==> src/rtl/ct_clint_ncore_func.sv <==
// Multi-hart CLINT behind a three-state APB slave: MSIP/SSIP banks, per-hart timer compares, read-only MTIME.
// Optional STIMECMP bank and clint_st_int are built only when CLINT_STIMECMP_EN is defined.

module ct_clint_hart (
  input  logic        gclk,
  input  logic        grst_n,
  input  logic [63:0] mtime,
  input  logic [31:0] wdata,
  input  logic        wr_msip,
  input  logic        wr_ssip,
  input  logic        wr_mcmp_lo,
  input  logic        wr_mcmp_hi,
`ifdef CLINT_STIMECMP_EN
  input  logic        wr_scmp_lo,
  input  logic        wr_scmp_hi,
  output logic [63:0] stimecmp,
`endif
  output logic        msip,
  output logic        ssip,
  output logic [63:0] mtimecmp,
  output logic        mt_int,
  output logic        st_int
);
  logic        msip_q, msip_d, ssip_q, ssip_d, mt_int_q, mt_int_d;
  logic [63:0] mcmp_q, mcmp_d;

  always_comb begin
    msip_d   = wr_msip ? wdata[0] : msip_q;
    ssip_d   = wr_ssip ? wdata[0] : ssip_q;
    mcmp_d   = mcmp_q;
    if (wr_mcmp_lo) mcmp_d[31:0]  = wdata;
    if (wr_mcmp_hi) mcmp_d[63:32] = wdata;
    // Compare uses the stored value, so a same-cycle write only shows up next cycle.
    mt_int_d = (mtime >= mcmp_q);
  end

  always_ff @(posedge gclk or negedge grst_n) begin
    if (!grst_n) begin
      msip_q   <= 1'b0;
      ssip_q   <= 1'b0;
      mcmp_q   <= '1;
      mt_int_q <= 1'b0;
    end else begin
      msip_q   <= msip_d;
      ssip_q   <= ssip_d;
      mcmp_q   <= mcmp_d;
      mt_int_q <= mt_int_d;
    end
  end

  assign msip     = msip_q;
  assign ssip     = ssip_q;
  assign mtimecmp = mcmp_q;
  assign mt_int   = mt_int_q;

`ifdef CLINT_STIMECMP_EN
  logic [63:0] scmp_q, scmp_d;
  logic        st_int_q, st_int_d;

  always_comb begin
    scmp_d = scmp_q;
    if (wr_scmp_lo) scmp_d[31:0]  = wdata;
    if (wr_scmp_hi) scmp_d[63:32] = wdata;
    st_int_d = (mtime >= scmp_q);
  end

  always_ff @(posedge gclk or negedge grst_n) begin
    if (!grst_n) begin
      scmp_q   <= '1;
      st_int_q <= 1'b0;
    end else begin
      scmp_q   <= scmp_d;
      st_int_q <= st_int_d;
    end
  end

  assign stimecmp = scmp_q;
  assign st_int   = st_int_q;
`else
  assign st_int = 1'b0;
`endif
endmodule

module ct_clint_ncore_func #(
  parameter int          NUM_CORES = 4,
  parameter logic [15:0] BASE_SSIP = 16'hC000
) (
  input  logic                 forever_apbclk,
  input  logic                 cpurst_b,
  input  logic                 apb_clk_en,
  input  logic                 psel_clint,
  input  logic                 penable,
  input  logic                 pwrite,
  input  logic [31:0]          paddr,
  input  logic [31:0]          pwdata,
  input  logic [1:0]           pprot,
  output logic [31:0]          prdata_clint,
  output logic                 pready_clint,
  output logic                 perr_clint,
  input  logic [63:0]          sysio_clint_mtime,
  output logic [NUM_CORES-1:0] clint_ms_int,
  output logic [NUM_CORES-1:0] clint_mt_int,
  output logic [NUM_CORES-1:0] clint_ss_int,
  output logic [NUM_CORES-1:0] clint_st_int
);
  localparam int          HW   = (NUM_CORES > 1) ? $clog2(NUM_CORES) : 1;
  localparam logic [11:0] NC12 = 12'(NUM_CORES);

  typedef enum logic [1:0] {S_IDLE, S_ACCESS, S_RESP} state_t;

  state_t      state_q, state_d;
  logic        pready_q, pready_d, perr_q, perr_d;
  logic [31:0] prdata_q, prdata_d;
  logic        commit;

  logic [15:0] off;
  logic [16:0] srel;
  logic [11:0] raw_idx;
  logic [HW-1:0] hart;
  logic        sel_msip, sel_ssip, sel_mcmp, sel_scmp, sel_mtime, hi;
  logic        needs_idx, dec_err, we;
  logic [31:0] rdata;

  logic [NUM_CORES-1:0]       wr_msip, wr_ssip, wr_mcmp_lo, wr_mcmp_hi, wr_scmp_lo, wr_scmp_hi;
  logic [NUM_CORES-1:0][63:0] mcmp, scmp;

  // Address decode; addresses below BASE_SSIP borrow into srel[16].
  always_comb begin
    off       = paddr[15:0];
    srel      = {1'b0, off} - {1'b0, BASE_SSIP};
    sel_msip  = 1'b0;
    sel_ssip  = 1'b0;
    sel_mcmp  = 1'b0;
    sel_scmp  = 1'b0;
    sel_mtime = 1'b0;
    hi        = off[2];
    raw_idx   = '0;
    if (off[15:14] == 2'b00) begin
      sel_msip = 1'b1;
      raw_idx  = off[13:2];
    end else if (off[15:14] == 2'b01) begin
      sel_mcmp = 1'b1;
      raw_idx  = {1'b0, off[13:3]};
    end else if (off[15:3] == 13'h17FF) begin
      sel_mtime = 1'b1;
    end else if (!srel[16] && srel[15:12] == 4'h0) begin
      sel_ssip = 1'b1;
      raw_idx  = {2'b0, srel[11:2]};
`ifdef CLINT_STIMECMP_EN
    end else if (!srel[16] && srel[15:12] == 4'h1) begin
      sel_scmp = 1'b1;
      hi       = srel[2];
      raw_idx  = {3'b0, srel[11:3]};
`endif
    end
    hart      = raw_idx[HW-1:0];
    needs_idx = sel_msip | sel_mcmp | sel_ssip | sel_scmp;
    dec_err   = !(needs_idx | sel_mtime) | (needs_idx & (raw_idx >= NC12)) |
                !pprot[0] | (sel_mtime & pwrite);
    rdata = '0;
    if (sel_msip)  rdata = {31'b0, clint_ms_int[hart]};
    if (sel_ssip)  rdata = {31'b0, clint_ss_int[hart]};
    if (sel_mcmp)  rdata = hi ? mcmp[hart][63:32] : mcmp[hart][31:0];
    if (sel_scmp)  rdata = hi ? scmp[hart][63:32] : scmp[hart][31:0];
    if (sel_mtime) rdata = hi ? sysio_clint_mtime[63:32] : sysio_clint_mtime[31:0];
  end

  always_comb begin
    state_d  = state_q;
    pready_d = pready_q;
    perr_d   = perr_q;
    prdata_d = prdata_q;
    commit   = 1'b0;
    if (apb_clk_en) begin
      case (state_q)
        S_IDLE:   if (psel_clint && penable) state_d = S_ACCESS;
        S_ACCESS: begin
          state_d  = S_RESP;
          commit   = 1'b1;
          pready_d = 1'b1;
          perr_d   = dec_err;
          prdata_d = (pwrite || dec_err) ? 32'h0 : rdata;
        end
        S_RESP: begin
          state_d  = S_IDLE;
          pready_d = 1'b0;
          perr_d   = 1'b0;
          prdata_d = 32'h0;
        end
        default:  state_d = S_IDLE;
      endcase
    end
  end

  always_ff @(posedge forever_apbclk or negedge cpurst_b) begin
    if (!cpurst_b) begin
      state_q  <= S_IDLE;
      pready_q <= 1'b0;
      perr_q   <= 1'b0;
      prdata_q <= 32'h0;
    end else begin
      state_q  <= state_d;
      pready_q <= pready_d;
      perr_q   <= perr_d;
      prdata_q <= prdata_d;
    end
  end

  assign we = commit & pwrite & !dec_err;

  always_comb begin
    wr_msip    = '0;
    wr_ssip    = '0;
    wr_mcmp_lo = '0;
    wr_mcmp_hi = '0;
    wr_scmp_lo = '0;
    wr_scmp_hi = '0;
    for (int n = 0; n < NUM_CORES; n++) begin
      if (we && hart == HW'(n)) begin
        wr_msip[n]    = sel_msip;
        wr_ssip[n]    = sel_ssip;
        wr_mcmp_lo[n] = sel_mcmp & !hi;
        wr_mcmp_hi[n] = sel_mcmp & hi;
        wr_scmp_lo[n] = sel_scmp & !hi;
        wr_scmp_hi[n] = sel_scmp & hi;
      end
    end
  end

  for (genvar g = 0; g < NUM_CORES; g++) begin : g_hart
    ct_clint_hart u_hart (
      .gclk       (forever_apbclk),
      .grst_n     (cpurst_b),
      .mtime      (sysio_clint_mtime),
      .wdata      (pwdata),
      .wr_msip    (wr_msip[g]),
      .wr_ssip    (wr_ssip[g]),
      .wr_mcmp_lo (wr_mcmp_lo[g]),
      .wr_mcmp_hi (wr_mcmp_hi[g]),
`ifdef CLINT_STIMECMP_EN
      .wr_scmp_lo (wr_scmp_lo[g]),
      .wr_scmp_hi (wr_scmp_hi[g]),
      .stimecmp   (scmp[g]),
`endif
      .msip       (clint_ms_int[g]),
      .ssip       (clint_ss_int[g]),
      .mtimecmp   (mcmp[g]),
      .mt_int     (clint_mt_int[g]),
      .st_int     (clint_st_int[g])
    );
`ifndef CLINT_STIMECMP_EN
    assign scmp[g] = 64'h0;
`endif
  end

  logic unused_bits;
  assign unused_bits = ^{paddr[31:16], pprot[1], off[1:0], srel[1:0], wr_scmp_lo, wr_scmp_hi};

  assign prdata_clint = prdata_q;
  assign pready_clint = pready_q;
  assign perr_clint   = perr_q;
endmodule

==> config.mk <==
export PLATFORM = sky130hd
export DESIGN_NAME = ct_clint_ncore_func
export DESIGN_NICKNAME = d
export VERILOG_FILES = /design/src/rtl/ct_clint_ncore_func.sv
export SDC_FILE = /design/constraint.sdc
export NUM_CORES = 1
export LEC_CHECK = 0
export BUFFER_PORTS_ARGS = -buffer_cell sky130_fd_sc_hd__buf_2
export CAP_MARGIN = 5
export CORE_MARGIN = 1.5
export CORE_UTILIZATION = 29
export DETAILED_ROUTE_END_ITERATION = 8
export RECOVER_POWER = 100
export SLEW_MARGIN = 20
export SYNTH_ARGS = -nofsm -noshare
export SYNTH_HDL_FRONTEND = slang
export SYNTH_SLANG_ARGS = --single-unit
==> constraint.sdc <==
create_clock -name forever_apbclk -period 2.75 [get_ports forever_apbclk]
set_clock_uncertainty 0.2 [all_clocks]
set_input_delay 0.55 -clock forever_apbclk [delete_from_list [all_inputs] [get_ports forever_apbclk]]
set_output_delay 0.55 -clock forever_apbclk [all_outputs]
set_load 0.01 [all_outputs]
**After elaboration in Yosys (flattened, before gate mapping)**

Index checks and enable logic that the tools add are counted.

- Logic and storage cells: 120
- Output and inout port bits: 50
- Input port bits: 136
- Register bits: 304

- Eq/ne operators: 8
- Bitwise gates (word level): 12
- Order comparisons: 6
- Multiplexer cells: 50
- Reduce and logical (&&, ||, !) cells: 19
- $add $sub $neg: 1

Operators by type and width:

| cell | number |
|---|---|
| >= comparator 64 bit | 4 |
| two-way mux 32 bit | 6 |
| binary-select mux 64 bit (select 2 bit) | 1 |
| two-way mux 64 bit | 1 |
| one-hot mux 32 bit (2 select lines) | 1 |
| two-way mux 12 bit | 3 |
| two-way mux 1 bit | 31 |
| subtractor 16 x 16 -> 17 bit (second input constant) | 1 |
| == test 13 bit (second input constant) | 1 |
| >= comparator 12 x 3 -> 1 bit (second input constant) | 1 |
| two-way mux 10 bit | 1 |
| bitwise AND 1 bit | 6 |
| == test 2 x 1 -> 1 bit (second input constant) | 3 |
| == test 2 bit (second input constant) | 3 |
| logical AND 1 bit | 6 |
| zero test 2 bit | 3 |
| OR 1 bit | 6 |
| zero test 1 bit | 5 |
| binary-select mux 1 bit (select 2 bit) | 2 |
| zero test 4 bit | 1 |
| one-hot mux 1 bit (2 select lines) | 2 |
| one-hot mux 2 bit (2 select lines) | 1 |
| AND reduction 2 bit | 2 |
| less-than comparator 2 x 3 -> 1 bit (second input constant) | 1 |
| 4 further kinds | 4 |

**Logic depth before layout (Yosys ltp)**

- Depth after elaboration: 17
- Gate-level depth with buffers: 10
- Depth with buffers taken out: 9

**Cells and area by module**

From an unflattened synthesis, not the netlist that was laid out.

- Cell total of the unflattened synthesis: 2422
- Area, all modules: 20549.7 um2

By module, submodules not included:

| module | instances | cells an instance | seq. area each (um2) | area each (um2) |
|---|---|---|---|---|
| ct_clint_hart | 4 | 433 | 1756.7 | 4037.6 |
| ct_clint_ncore_func | 1 | 690 | 900.9 | 4399.2 |

**Worst setup path after synthesis**

Ideal clock, no wire load.

- Path type: input to register
- Start point: input port paddr[2]
- End point: register prdata_q[26], in the netlist prdata_clint[26]
- Path slack: -23 ps
- Setup time: 142 ps
- Path buffers: 2
- Arrival: 2431 ps
- Required time: 2408 ps
- Cell stages on the path: 8
- Cells stage by stage: buf_2 and3_1 o21ai_0 nand2_1 buf_2 mux4_2 a22oi_1 o221ai_1

- Longest elaborated chain between the ends: 16
- Elaborated cells between the ends (all ways): 29
- Classes of those cells: add/sub: 1; order compare: 1; mux: 16; bitwise: 6; reduce/logical: 5

Ends and longest elaborated chain:

| what | RTL line | source |
|---|---|---|
| start, declared | 94 | `input logic [31:0] paddr,` |
| parallel branches: the longest is 14 deep, another holds subtractor 16 x 16 -> 17 bit | n/a |  |
| two-way mux 32 bit (*) | 182 | `prdata_d = (pwrite \|\| dec_err) ? 32'h0 : rdata;` |
| one-hot mux 32 bit (2 select lines) (*) | 175 | `case (state_q)` |
| end signal, assigned | 205 | `prdata_q <= prdata_d;` |
| end, declared | 113 | `logic [31:0] prdata_q, prdata_d;` |

Mark *: on every way between the ends. The select of a mux whose other input is x is not followed.
A chain may end at the register's enable or synchronous reset.

**Final worst setup path**

- Start point: register g_hart[2].u_hart.mcmp_q[26]
- End point: register g_hart[2].u_hart.mt_int_q

- Longest elaborated chain between the ends: 1

Ends and longest elaborated chain:

| what | RTL line | source |
|---|---|---|
| start, declared | 25 | `logic [63:0] mcmp_q, mcmp_d;` |
| start signal, assigned | 46 | `mcmp_q <= mcmp_d;` |
| >= comparator 64 bit | 34 | `mt_int_d = (mtime >= mcmp_q);` |
| named net g_hart[2].u_hart.mt_int_d | 24 | `logic msip_q, msip_d, ssip_q, ssip_d, mt_int_q, mt_int_d;` |
| end signal, assigned | 47 | `mt_int_q <= mt_int_d;` |
| end, declared | 24 |  |

The timed path passes the listed nets, and every way through them passes these cells.

==> flow_metrics.tcl <==
set metrics [dict create \
    yosysMostFrequentCell "inv_1" \
    grt_start_max_net_pins 70 \
    synth.largest_area_cell "dfstp_2" \
    synth_edf_count 0 \
    p_leak_uw 0.01118 \
    routedWlPerCell_um 21.11 \
    fmax_mhz 364.9 \
    setup_viol 0 \
    antennaDiodeCount 0 \
    die_w_um 273.5 \
    reg2reg_from "g_hart[2].u_hart.mtimecmp[26]" \
    synthFlopType "dfstp_2" \
    ys_seq_area_share_pct 37.37 \
    cts.htree.levels 2 \
    io_buffers 162 \
    ys_ff_latch 304 \
    tns_ns 0 \
    synthTopCellsByCount "inv_1, ha_1, dfstp_2, mux2_2, mux2_4" \
    clk_pin_slew_ns 0.06 \
    worstPathArrival_ns 3.04 \
    die_h_um 273.5 \
    hold_violations 0 \
    grt-ovfl-total 0 \
    yosys_warnings 0 \
    root_buffer "clkbuf_16" \
    drt_pass1_iterations 5 \
    r2r_end "g_hart[2].u_hart.mt_int" \
    coreArea_mm2 0.07198 \
    synth.area.top_cells "dfstp_2, ha_1, mux2_4, mux4_2, mux2_2" \
    nets 2581 \
    rrSetupSlack_ns 0.01 \
    grt_pass1_vias 17290 \
    p_per_area_mw_per_mm2 432.0 \
    initial_core_util_pct 29.48 \
    crit_path_start_kind "flip-flop" \
    syn_area_mm2 0.02122 \
    cts_tree "built" \
    grt_first_pass_wirelength_um 102800 \
    drt-vias-per-instance 5.039 \
    ys_types 61 \
    drive_gt1_share_pct 46.73 \
    worst_skew_pair.late_latency_ns 0.57 \
    crit_path_end_kind "flip-flop" \
    die_area_mm2 0.07479 \
    pre_cts_ws_ns -0.7184 \
    fin_area_mm2 0.02631 \
    required_ns 3.05 \
    min_to "state_q[0]" \
    rows 98 \
    gp_congestion 0.9162 \
    antenna_found_initial 0 \
    dp_hpwl_um 51380 \
    r2r_cells 10 \
    drcViolationCount 0 \
    crit_type "flip-flop to flip-flop" \
    final-max-slew-violation-count 58 \
    cts_sinks 304 \
    syn_inst 1806 \
    peakVddDrop_uv 383.4 \
    routed_wl_um 66800 \
    status "finished with violations" \
    hp-start "apb_clk_en" \
    syn_avg_cell_area_um2 11.75 \
    synthArstFlopShare_pct 100.0 \
    hp-class "input pin to flip-flop" \
    holdPathStages 2 \
    failed_checks "capacitance limit, slew limit" \
    cts_max_path_buffers 3 \
    placed_area_mm2 0.02492 \
    worstPathMaxFanout 2 \
    period_share_pct 99.64 \
    hold_ws_ns 0.02361 \
    maxCapViolCount 1 \
    max_slew_margin_pct -10.92 \
    drt.antenna.violating_nets 0 \
    io-pin-count 186 \
    rsz0062_at_grt "yes" \
    setup_ws_ns 0.009792 \
    tightest_slew_ns 1.664 \
    drt_iter0_markers 894 \
    area_delta_synth_final_pct 24.00 \
    grt_usage_pct 17.85 \
    synth.top_cell.area_share_pct 31.71 \
    vias 15950 \
    finalCriticalPeriod_ns 2.740 \
    cts_buffers 38 \
]
state kept, by name, summed over array words and instances, names as in the netlist:
name	count
g_hart.u_hart.mt_int	4
prdata_clint	32
state_q	2
g_hart.u_hart.msip	4
pready_clint	1
perr_clint	1
g_hart.u_hart.mtimecmp	256
g_hart.u_hart.ssip	4
per-stage QoR:
stage / utilization [%] / total power (uW) / cells
global route: 36.55 / 11820 / 3165
CTS: 36.74 / 11480 / 3164
detailed placement: 34.63 / 6249 / 3091
global placement: 34.63 / 6204 / 3091
floorplan: - / 5333 / 1809
finish: 36.55 / 11360 / 3165
critical path, stage by stage (launching register included):
cell,delay (ns)
dfstp_2,0.53
inv_1,0.07
ha_4,0.27
nand4_1,0.17
nor4_2,0.31
buf_4,0.20
o311ai_4,0.10
a31oi_2,0.23
o211ai_1,0.21
a211oi_2,0.25
o21a_1,0.13
report_power, final:
part | switching [uW] | internal (uW)
clock | 2110 | 3050
sequential | 29.7 | 4530
combinational | 999 | 652
layer usage:
| layer | global-route usage, % | up-vias | share of wire (%) |
|---|---|---|---|
| li1 | - | 7348 | - |
| met1 | 23.85 | 8130 | 45 |
| met2 | 29.89 | 363 | 48 |
| met3 | 2.351 | 106 | 4.1 |
| met4 | 5.467 | 0 | 2.9 |
| met5 | 0 | - | 0 |
cells in the final DEF, fill, tap and decap left out, drive strengths merged, types with 10 or more instances in the layout:
| cell type | count |
|---|---|
| nor2 | 38 |
| ha | 260 |
| a22oi | 32 |
| nand2 | 89 |
| a211oi | 16 |
| clkbuf | 124 |
| nand4 | 49 |
| o221ai | 31 |
| mux2 | 266 |
| o21ai | 48 |
| inv | 262 |
| buf | 349 |
| mux4 | 64 |
| dfstp | 256 |
| nand3 | 16 |
| dfrtp | 48 |
| nor4 | 10 |
| mux2i | 34 |
| a21o | 42 |
| nand2b | 10 |
| a21oi | 62 |
cell families after synthesis:
logic type / share of synthesized area (%)
other cells: 0.01768
simple gates: 6.222
flops: 37.37
compound gates: 9.554
mux: 24.29
fa+ha+maj: 15.33
buf+inv: 7.219
cell type report:
| type | instances | area, um^2 |
|---|---|---|
| clock inverters | 8 | 87.58 |
| fillers | 7073 | 45670 |
| clock buffers | 62 | 1184 |
| flip-flops and latches | 304 | 7928 |
| inverters | 262 | 983.4 |
| multi-input cells | 1167 | 12120 |
| repair buffers | 412 | 2815 |
| well taps | 950 | 1189 |
worst max-delay path by stage:
stage                             startpoint                 endpoint  slack [ns]
3_5_place_dp           sysio_clint_mtime[37]  g_hart[0].u_hart.mt_int       -0.72
6_report       g_hart[2].u_hart.mtimecmp[26]  g_hart[2].u_hart.mt_int        0.01
4_1_cts        g_hart[0].u_hart.mtimecmp[57]  g_hart[0].u_hart.mt_int       -0.03
5_1_grt        g_hart[2].u_hart.mtimecmp[26]  g_hart[2].u_hart.mt_int       -0.14
2_1_floorplan                       paddr[2]         prdata_clint[10]        0.05
3_3_place_gp            sysio_clint_mtime[0]  g_hart[3].u_hart.mt_int       -0.61
repair_timing:
action                                  in CTS  in global routing
endpoints found under the hold margin        8                  0
setup buffers                                5                  2
resized for setup                           45                 41
pin swaps                                   18                 21
hold buffers                                 1                  0
endpoints found under the setup margin       4                  4
Note: power is estimated with default switching activity, not from simulation.
